--- config.mk ---
export PLATFORM = sky130hd
export DESIGN_NAME = mc_control_fsm_flat
export DESIGN_NICKNAME = d
export VERILOG_FILES = /design/src/rtl/riscv_ctrl_pkg.sv /design/src/rtl/mc_control_fsm_if.sv /design/src/rtl/branch_cond.sv /design/src/rtl/mc_control_fsm.sv /design/src/flat_wrapper.sv
export SDC_FILE = /design/constraint.sdc
export NUM_CORES = 1
export LEC_CHECK = 0
export CORE_UTILIZATION = 40
export CTS_BUF_LIST = sky130_fd_sc_hd__clkbuf_2 sky130_fd_sc_hd__clkbuf_4 sky130_fd_sc_hd__clkbuf_8
export CTS_CLUSTER_DIAMETER = 60
export DETAILED_ROUTE_END_ITERATION = 10
export DONT_BUFFER_PORTS = 1
export PLACE_DENSITY = 0.54
export SYNTH_ARGS = -nofsm -noshare
export SYNTH_HDL_FRONTEND = slang
export SYNTH_SLANG_ARGS = --single-unit
--- constraint.sdc ---
create_clock -name clk -period 1.4 [get_ports clk]
set_input_delay 0.21 -clock clk [delete_from_list [all_inputs] [get_ports clk]]
set_output_delay 0.21 -clock clk [all_outputs]
set_load 0.03 [all_outputs]
--- src/rtl/riscv_ctrl_pkg.sv ---
// riscv_ctrl_pkg: shared encodings for the multi-cycle RV32I control path.
// State enum, opcode constants, ALUop and mux-select encodings, shared by the
// main control FSM, the datapath and the ALU control decoder.
// Build option: CTRL_ILLEGAL_TRAP_EN adds the TRAP state.
package riscv_ctrl_pkg;

    typedef enum logic [3:0] {
        S_BOOT,
        S_FETCH,
        S_DECODE,
        S_MEMADR,
        S_MEMREAD,
        S_MEMWB,
        S_MEMWRITE,
        S_EXECR,
        S_EXECI,
        S_ALUWB,
        S_BRANCH,
        S_JALR,
        S_JAL,
        S_UPPER
`ifdef CTRL_ILLEGAL_TRAP_EN
        , S_TRAP
`endif
    } ctrl_state_e;

    localparam logic [6:0] OP_LOAD   = 7'b0000011;
    localparam logic [6:0] OP_STORE  = 7'b0100011;
    localparam logic [6:0] OP_RTYPE  = 7'b0110011;
    localparam logic [6:0] OP_ITYPE  = 7'b0010011;
    localparam logic [6:0] OP_BRANCH = 7'b1100011;
    localparam logic [6:0] OP_JAL    = 7'b1101111;
    localparam logic [6:0] OP_JALR   = 7'b1100111;
    localparam logic [6:0] OP_LUI    = 7'b0110111;
    localparam logic [6:0] OP_AUIPC  = 7'b0010111;

    localparam logic [1:0] ALUOP_ADD    = 2'b00;
    localparam logic [1:0] ALUOP_BRANCH = 2'b01;
    localparam logic [1:0] ALUOP_RTYPE  = 2'b10;
    localparam logic [1:0] ALUOP_ITYPE  = 2'b11;

    localparam logic [1:0] SRCA_PC    = 2'b00;
    localparam logic [1:0] SRCA_OLDPC = 2'b01;
    localparam logic [1:0] SRCA_RS1   = 2'b10;
    localparam logic [1:0] SRCA_ZERO  = 2'b11;

    localparam logic [1:0] SRCB_RS2  = 2'b00;
    localparam logic [1:0] SRCB_IMM  = 2'b01;
    localparam logic [1:0] SRCB_FOUR = 2'b10;

    localparam logic [1:0] RES_ALUOUT = 2'b00;
    localparam logic [1:0] RES_RDATA  = 2'b01;
    localparam logic [1:0] RES_ALU    = 2'b10;

    // Branch funct3 010/011 have no RV32I meaning and are rejected with the
    // unknown opcodes.
    function automatic logic op_legal(input logic [6:0] op, input logic [2:0] f3);
        case (op)
            OP_LOAD, OP_STORE, OP_RTYPE, OP_ITYPE,
            OP_JAL, OP_JALR, OP_LUI, OP_AUIPC: return 1'b1;
            OP_BRANCH:                         return f3[2:1] != 2'b01;
            default:                           return 1'b0;
        endcase
    endfunction

endpackage

--- src/rtl/mc_control_fsm_if.sv ---
// mc_control_fsm_if: unified memory port handshake between control FSM and memory.
interface mc_control_fsm_if;
    logic mem_req;
    logic mem_we;
    logic adr_src;
    logic mem_ready;

    modport master (output mem_req, output mem_we, output adr_src, input mem_ready);
    modport slave  (input mem_req, input mem_we, input adr_src, output mem_ready);
endinterface

--- src/rtl/branch_cond.sv ---
// branch_cond: branch-taken decision from funct3 and the ALU zero flag.
module branch_cond (
    input  logic [2:0] funct3,
    input  logic       alu_zero,
    output logic       taken
);
    // funct3[0] inverts eq/ge sense, funct3[2] flips for the slt-based compares;
    // the 01x encodings never reach BRANCH but are forced not-taken anyway.
    assign taken = (alu_zero ^ funct3[0] ^ funct3[2]) & (funct3[2] | ~funct3[1]);
endmodule

--- src/rtl/mc_control_fsm.sv ---
// mc_control_fsm: multi-cycle main control FSM for the RV32I core.
// Build option: CTRL_ILLEGAL_TRAP_EN (illegal opcodes trap instead of NOP).
//
// state    | meaning
// ---------+------------------------------------------------
// BOOT     | first cycle after reset, all outputs 0
// FETCH    | read instr at PC, PC+4 into PC, load IR/oldPC
// DECODE   | oldPC+imm into ALUOut, dispatch on opcode
// MEMADR   | rs1+imm address for lw/sw
// MEMREAD  | load request at ALUOut
// MEMWB    | write load data to rd
// MEMWRITE | store request at ALUOut
// EXECR    | R-type ALU op
// EXECI    | I-type ALU op
// ALUWB    | write ALUOut to rd
// BRANCH   | compare rs1/rs2, PC <- target if taken
// JALR     | rs1+imm into ALUOut
// JAL      | PC <- ALUOut, oldPC+4 into ALUOut
// UPPER    | lui/auipc: imm + (zero | oldPC)
// TRAP     | illegal opcode, hold until reset (macro only)
module mc_control_fsm
    import riscv_ctrl_pkg::*;
(
    input  logic                    clk,
    input  logic                    rst_n,
    input  logic [6:0]              opcode,
    input  logic [2:0]              funct3,
    input  logic                    alu_zero,
    mc_control_fsm_if.master        mem,
    output logic                    ir_write,
    output logic                    pc_write,
    output logic                    reg_write,
    output logic [1:0]              alu_src_a,
    output logic [1:0]              alu_src_b,
    output logic [1:0]              result_src,
    output logic [1:0]              ALUop,
`ifdef CTRL_ILLEGAL_TRAP_EN
    output logic                    illegal_instr,
`endif
    output logic                    instr_retire
);

    ctrl_state_e state_q;
    logic        taken;
    logic        legal;

    branch_cond u_branch_cond (
        .funct3   (funct3),
        .alu_zero (alu_zero),
        .taken    (taken)
    );

    assign legal = op_legal(opcode, funct3);

    // State register and next-state sequencing.
    always_ff @(posedge clk or negedge rst_n) begin
        if (!rst_n) begin
            state_q <= S_BOOT;
        end else begin
            case (state_q)
                S_BOOT:     state_q <= S_FETCH;
                S_FETCH:    if (mem.mem_ready) state_q <= S_DECODE;
                S_DECODE: begin
                    if (!legal) begin
`ifdef CTRL_ILLEGAL_TRAP_EN
                        state_q <= S_TRAP;
`else
                        state_q <= S_FETCH;
`endif
                    end else begin
                        case (opcode)
                            OP_LOAD, OP_STORE: state_q <= S_MEMADR;
                            OP_RTYPE:          state_q <= S_EXECR;
                            OP_ITYPE:          state_q <= S_EXECI;
                            OP_BRANCH:         state_q <= S_BRANCH;
                            OP_JAL:            state_q <= S_JAL;
                            OP_JALR:           state_q <= S_JALR;
                            default:           state_q <= S_UPPER;
                        endcase
                    end
                end
                S_MEMADR:   state_q <= opcode[5] ? S_MEMWRITE : S_MEMREAD;
                S_MEMREAD:  if (mem.mem_ready) state_q <= S_MEMWB;
                S_MEMWB:    state_q <= S_FETCH;
                S_MEMWRITE: if (mem.mem_ready) state_q <= S_FETCH;
                S_EXECR:    state_q <= S_ALUWB;
                S_EXECI:    state_q <= S_ALUWB;
                S_ALUWB:    state_q <= S_FETCH;
                S_BRANCH:   state_q <= S_FETCH;
                S_JALR:     state_q <= S_JAL;
                S_JAL:      state_q <= S_ALUWB;
                S_UPPER:    state_q <= S_ALUWB;
`ifdef CTRL_ILLEGAL_TRAP_EN
                S_TRAP:     state_q <= S_TRAP;
`endif
                default:    state_q <= S_BOOT;
            endcase
        end
    end

    // Moore decode of state_q; only mem_ready strobes and branch pc_write look at inputs.
    always_comb begin
        mem.mem_req  = 1'b0;
        mem.mem_we   = 1'b0;
        mem.adr_src  = 1'b0;
        ir_write     = 1'b0;
        pc_write     = 1'b0;
        reg_write    = 1'b0;
        alu_src_a    = SRCA_PC;
        alu_src_b    = SRCB_RS2;
        result_src   = RES_ALUOUT;
        ALUop        = ALUOP_ADD;
        instr_retire = 1'b0;
        case (state_q)
            S_FETCH: begin
                mem.mem_req = 1'b1;
                alu_src_a   = SRCA_PC;
                alu_src_b   = SRCB_FOUR;
                result_src  = RES_ALU;
                ir_write    = mem.mem_ready;
                pc_write    = mem.mem_ready;
            end
            S_DECODE: begin
                alu_src_a = SRCA_OLDPC;
                alu_src_b = SRCB_IMM;
`ifndef CTRL_ILLEGAL_TRAP_EN
                instr_retire = ~legal;
`endif
            end
            S_MEMADR: begin
                alu_src_a = SRCA_RS1;
                alu_src_b = SRCB_IMM;
            end
            S_MEMREAD: begin
                mem.mem_req = 1'b1;
                mem.adr_src = 1'b1;
            end
            S_MEMWB: begin
                result_src   = RES_RDATA;
                reg_write    = 1'b1;
                instr_retire = 1'b1;
            end
            S_MEMWRITE: begin
                mem.mem_req  = 1'b1;
                mem.mem_we   = 1'b1;
                mem.adr_src  = 1'b1;
                instr_retire = mem.mem_ready;
            end
            S_EXECR: begin
                alu_src_a = SRCA_RS1;
                alu_src_b = SRCB_RS2;
                ALUop     = ALUOP_RTYPE;
            end
            S_EXECI: begin
                alu_src_a = SRCA_RS1;
                alu_src_b = SRCB_IMM;
                ALUop     = ALUOP_ITYPE;
            end
            S_ALUWB: begin
                result_src   = RES_ALUOUT;
                reg_write    = 1'b1;
                instr_retire = 1'b1;
            end
            S_BRANCH: begin
                alu_src_a    = SRCA_RS1;
                alu_src_b    = SRCB_RS2;
                ALUop        = ALUOP_BRANCH;
                result_src   = RES_ALUOUT;
                pc_write     = taken;
                instr_retire = 1'b1;
            end
            S_JALR: begin
                alu_src_a = SRCA_RS1;
                alu_src_b = SRCB_IMM;
            end
            S_JAL: begin
                alu_src_a  = SRCA_OLDPC;
                alu_src_b  = SRCB_FOUR;
                result_src = RES_ALUOUT;
                pc_write   = 1'b1;
            end
            S_UPPER: begin
                // lui has opcode[5]=1 and adds imm to zero; auipc adds to oldPC.
                alu_src_a = opcode[5] ? SRCA_ZERO : SRCA_OLDPC;
                alu_src_b = SRCB_IMM;
            end
            default: ;
        endcase
    end

`ifdef CTRL_ILLEGAL_TRAP_EN
    assign illegal_instr = (state_q == S_TRAP);
`endif

endmodule

--- src/flat_wrapper.sv ---
// flat-port wrapper written by rule: the top's interface ports become plain ports
module mc_control_fsm_flat import riscv_ctrl_pkg::*;
  (clk, rst_n, opcode, funct3, alu_zero, ir_write, pc_write, reg_write, alu_src_a, alu_src_b, result_src, ALUop, instr_retire, mem_mem_req, mem_mem_we, mem_adr_src, mem_mem_ready);
  mc_control_fsm_if mem_i ();
  input  logic clk;
  input  logic rst_n;
  input  logic [6:0] opcode;
  input  logic [2:0] funct3;
  input  logic alu_zero;
  output logic ir_write;
  output logic pc_write;
  output logic reg_write;
  output logic [1:0] alu_src_a;
  output logic [1:0] alu_src_b;
  output logic [1:0] result_src;
  output logic [1:0] ALUop;
  output logic instr_retire;
  output wire logic [$bits(mem_i.mem_req)-1:0] mem_mem_req;
  output wire logic [$bits(mem_i.mem_we)-1:0] mem_mem_we;
  output wire logic [$bits(mem_i.adr_src)-1:0] mem_adr_src;
  input wire logic [$bits(mem_i.mem_ready)-1:0] mem_mem_ready;
  assign mem_mem_req = mem_i.mem_req;
  assign mem_mem_we = mem_i.mem_we;
  assign mem_adr_src = mem_i.adr_src;
  assign mem_i.mem_ready = mem_mem_ready;
  mc_control_fsm u_core (.clk(clk), .rst_n(rst_n), .opcode(opcode), .funct3(funct3), .alu_zero(alu_zero), .mem(mem_i), .ir_write(ir_write), .pc_write(pc_write), .reg_write(reg_write), .alu_src_a(alu_src_a), .alu_src_b(alu_src_b), .result_src(result_src), .ALUop(ALUop), .instr_retire(instr_retire));
endmodule
Word level (Yosys, flattened, before mapping):

Index checks and enable logic that the tools add are counted.

* flip-flop bits (word level): 4
* word-level logic and storage cells: 67

* reductions and logical operators: 14
* mux-type cells: 20
* bitwise gates (word level): 6
* eq/ne operators: 26

Operators by type and width (count)
* $pmux W4 S8: 1
* $eq A4 B4 Y1 const B: 6
* $pmux W4 S6: 1
* $eq A7 B6 Y1 const B: 3
* $eq A7 B7 Y1 const B: 3
* $eq A4 B3 Y1 const B: 4
* $mux W4: 4
* $eq A7 B5 Y1 const B: 2
* $pmux W2 S3: 2
* $reduce_or A2 Y1: 5
* $reduce_or A5 Y1: 2
* $eq A4 B2 Y1 const B: 2
* $pmux W2 S2: 2
* $reduce_or A4 Y1: 2
* $reduce_or A8 Y1: 1
* $eq A7 B2 Y1 const B: 1
* $ne A2 B2 Y1 const B: 3
* $pmux W1 S3: 2
* $reduce_or A3 Y1: 2
* $mux W1: 5
* $eq A4 B1 Y1 const B: 1
* $logic_not A4 Y1: 1
* $mux W2: 2
* $reduce_and A3 Y1: 1
* other kinds (6): 8

Longest topological paths before layout:

* depth in word-level cells: 5
* depth in mapped cells: 6
* depth with buffers taken out: 5

Hierarchy:

Synthesis repeated with hierarchy kept, for this count alone.

* cells, all modules: 95
* area total of the unflattened synthesis: 639.4 um2

Modules (own cells, without submodules)
* mc_control_fsm: area each 615.6 um2, seq. area each 100.1 um2, cells each 92, times used 1
* branch_cond: area each 23.8 um2, seq. area each 0.0 um2, cells each 3, times used 1

Least setup slack after synthesis:

No wires, ideal clock.

* path kind: reg-to-output
* start: reg u_core.state_q[0]
* end: out instr_retire
* slack: -558 ps
* data arrival time: 1748 ps
* data required time: 1190 ps
* path buffers: 1
* stages on the path, launching flop included: 5
* cells stage by stage: dfrtp_1 -> clkbuf_1 -> nor3_1 -> nand2_1 -> nand2_1

* cells in the longest elaborated chain, start to end: 3
* elaborated cells on any way between the ends: 7

RTL lines
* start, declared: RTL line mc_control_fsm.sv:43 `ctrl_state_e state_q;`
* start signal, assigned: RTL line mc_control_fsm.sv:82 `S_MEMADR: state_q <= opcode[5] ? S_MEMWRITE : S_MEMREAD;`
* $eq A4 B3 Y1 or $eq A4 B4 Y1 (tied branches): RTL line mc_control_fsm.sv:114 `case (state_q)`
* $reduce_or A3 Y1 (no line)
* $pmux W1 S3 (*): RTL line mc_control_fsm.sv:114
* end, declared: RTL line flat_wrapper.sv:17 `output logic instr_retire;`

Every way passes the cells marked *; elsewhere a longest branch is shown, timed or not.

Final worst setup path:

* start: reg u_core.state_q[2]
* end: out instr_retire

Same word-level chain as after synthesis.

==> flow_summary.json <==
{
  "synth_edf_count": 0,
  "hold_viol_final": 0,
  "net-switching-power_mw": 1.859,
  "stdcell_count": 155,
  "outcome": "finished with violations",
  "cts_root_buf": "clkbuf_4",
  "grt_pass1_vias": 800,
  "largestRegisters": "u_core.state_q x4",
  "critPathCaptureType": "output pin",
  "pwr-share-clk": 0.039,
  "setup_ws_ps": -347.2,
  "clk_latency_ps": 240,
  "worst_hold_path.endpoint": "u_core.state_q[0]$_DFFE_PN0P_",
  "r2r_slack_ps": -150,
  "grtUsageMet2": 0.4438,
  "overflow": 0,
  "syn-num-nets": 108,
  "gp_congestion": 0.8864,
  "synth_cell_types": 40,
  "yosys-top-cells-count": "13 x nor2_1, 10 x nand2_1, 7 x o21ai_0, 6 x nand2b_1",
  "synth.area.top_cells": "dfrtp_1 16%, nor2_1 7.6%, nand2_1 5.8%",
  "dieHeight_um": 42.10,
  "track_usage": 0.2518,
  "dr.first_iter.drc_count": 36,
  "combPwrFrac": 0.884,
  "fin_skew_ps": 1.939,
  "drv_slew": 0,
  "die_w_um": 42.10,
  "dp.cells": 140,
  "grt-busiest-layer": "met2",
  "worstHoldPathType": "in2reg",
  "clock.fmax_mhz": 572.3,
  "dr.pass1.iters": 4,
  "r2r_start": "u_core.state_q[2]$_DFFE_PN0P_",
  "drc_errors": 0,
  "synth_ff_type": "dfrtp_1",
  "cap_violations": 0,
  "violations": "setup timing",
  "wl_per_cell_um": 20.30,
  "start_util": 0.4269,
  "hpwl_um": 1564,
  "period_share": 1.248,
  "cts_tree": "yes",
  "grt_pass1_wl_um": 3567,
  "post-route-min-period_ps": 1747,
  "syn_to_final_growth_pct": 108.8,
  "yosys_warnings": 0,
  "n_antenna_cell": 0,
  "rows": 14,
  "synthArstFlopShare": 1.000,
  "synth_top_area_share": 0.1556,
  "regMostFlops": "u_core.state_q",
  "netlist_instances": 94,
  "grt_max_degree": 13,
  "synth_top_area_cell": "dfrtp_1",
  "final-setup-viol-count": 18,
  "routed_via_density": 6.142,
  "min_from": "mem_mem_ready",
  "die-area_um2": 1772,
  "rsz0062_at_grt": "true",
  "largest_reg_flops": 4,
  "ios": 29,
  "final_nets": 155,
  "core_um2": 1506,
  "rr_endpoint": "u_core.state_q[0]$_DFFE_PN0P_",
  "antenna_found_initial": 0,
  "internal-power_mw": 1.854,
  "p_seq_frac": 0.077,
  "fillers": 64,
  "required_ps": 1190,
  "place_area_um2": 939.7,
  "slew_headroom": 0.7802,
  "synth_area_um2": 643.1,
  "ys_seq_area_frac": 0.1556,
  "finalPower_mw": 3.713,
  "rr_worst_depth": 6,
  "criticalPathCategory": "reg2out",
  "grt_util_met3": 0.02586,
  "cp-start-kind": "register",
  "port_buffers": 0,
  "cts.sinks": 4,
  "worst_hold_path.num_cells": 1,
  "clkTransAtPathRegs_ps": 40,
  "cts_buffers": 3,
  "fin_setup_tns_ps": -3320,
  "ant_nets": 0,
  "leakagePower_nw": 0.5842,
  "critPathMaxFanout": 4,
  "routed_wl_um": 3146,
  "use_met1": 0.3307,
  "drive_above_1_share": 0.6978,
  "tightestPinTransition_ps": 326.1,
  "ir_worst_vdd_v": 0.002212,
  "avgSynthCellArea_um2": 6.842,
  "post-route-cell-area_um2": 1343,
  "htree_num_levels": 1,
  "p_per_area_nw_per_um2": 2766,
  "vias": 952,
  "yosys_register_bits": 4,
  "cts_buffer_depth": 2,
  "critical_path_arrival_ps": 1540,
  "p_sw_frac": 0.5007,
  "synth_most_common_cell": "nor2_1"
}
## layer usage
metal	routed length, µm	up-vias	part of all wire
li1	-	432	-
met1	1242	454	0.39
met2	1585	52	0.50
met3	163	14	0.052
met4	155	0	0.049
met5	0	-	0
## final cells by class
cell class                 instances  area [µm²]  area share
tap                               16       20.02     0.01491
inverter                           4       15.01     0.01118
timing repair buffer              47       461.7      0.3439
sequential                         4       103.9     0.07735
multi-input combinational         81       719.4      0.5359
clock buffer                       3       22.52     0.01678
## per-stage QoR
step | setup WS, ps | utilization | hold slack [ps]
2_1_floorplan | -163.2 | - | -85.59
3_3_place_gp | -71.59 | 0.6238 | -85.52
5_1_grt | -358.6 | 0.8912 | 171.6
4_1_cts | -238.0 | 0.7591 | 152.9
3_5_place_dp | -89.01 | 0.6238 | -85.52
6_report | -347.2 | 0.8912 | 168.3
## worst max-delay path by stage
stage	startpoint	to	slack, ps
2_1_floorplan	u_core.state_q[1]$_DFFE_PN0P_	alu_src_b[0]	-160
3_3_place_gp	u_core.state_q[2]$_DFFE_PN0P_	instr_retire	-70
3_5_place_dp	opcode[3]	instr_retire	-90
4_1_cts	u_core.state_q[3]$_DFFE_PN0P_	instr_retire	-240
5_1_grt	u_core.state_q[2]$_DFFE_PN0P_	instr_retire	-360
6_report	u_core.state_q[2]$_DFFE_PN0P_	instr_retire	-350
## cell usage in the layout (no fill, tap or decap), types with 2 or more instances in the layout
master | netlist | final
buf_6 | 1 | 23
buf_4 | 0 | 20
nor2_4 | 0 | 6
nor2_1 | 13 | 6
nand2_1 | 10 | 5
nand2b_4 | 0 | 4
nand2_4 | 0 | 4
clkbuf_4 | 0 | 4
o21ai_0 | 7 | 3
o21ai_2 | 0 | 3
dfrtp_2 | 0 | 3
or3_4 | 0 | 2
inv_2 | 1 | 2
nor3_4 | 0 | 2
inv_1 | 3 | 2
a21oi_1 | 4 | 2
and2_4 | 0 | 2
nor2b_1 | 2 | 2
nor3_1 | 4 | 2
o22ai_1 | 3 | 2
a21oi_2 | 0 | 2
xnor2_1 | 2 | 2
nor2_2 | 1 | 2
o32ai_2 | 0 | 2
o211ai_1 | 2 | 2
nand2b_1 | 6 | 2
## what timing repair did
item | in CTS | in global routing
cloned | 0 | 1
buffers inserted | 5 | 5
setup endpoints to repair | 17 | 18
resized for setup | 34 | 38
hold buffers | 1 | 0
pin swaps | 8 | 10
endpoints found under the hold margin | 4 | 0
## power groups by stage
| stage | Clock (mW) | Combinational [mW] | Sequential (mW) |
|---|---|---|---|
| floorplan | 0 | 1.29 | 0.227 |
| global placement | 0 | 2.15 | 0.234 |
| detailed placement | 0 | 2.17 | 0.233 |
| CTS | 0.142 | 2.56 | 0.253 |
| global route | 0.158 | 3.40 | 0.290 |
| finish | 0.145 | 3.28 | 0.285 |
## logic make-up after synthesis
kind of cell,Yosys count,synth area share
simple gates,47,0.3736
compound gates,30,0.3463
buf+inv,9,0.06613
flops,4,0.1556
xor+xnor,2,0.02724
mux,2,0.03113
## worst max-delay path, stage by stage, from the launching register on
cell and delay [ps]:
dfrtp_2 440, buf_4 170, nand2b_4 80, and2_4 160
o22ai_1 100, a21oi_2 210, nand2_4 130
(Power assumes the default switching activity.)
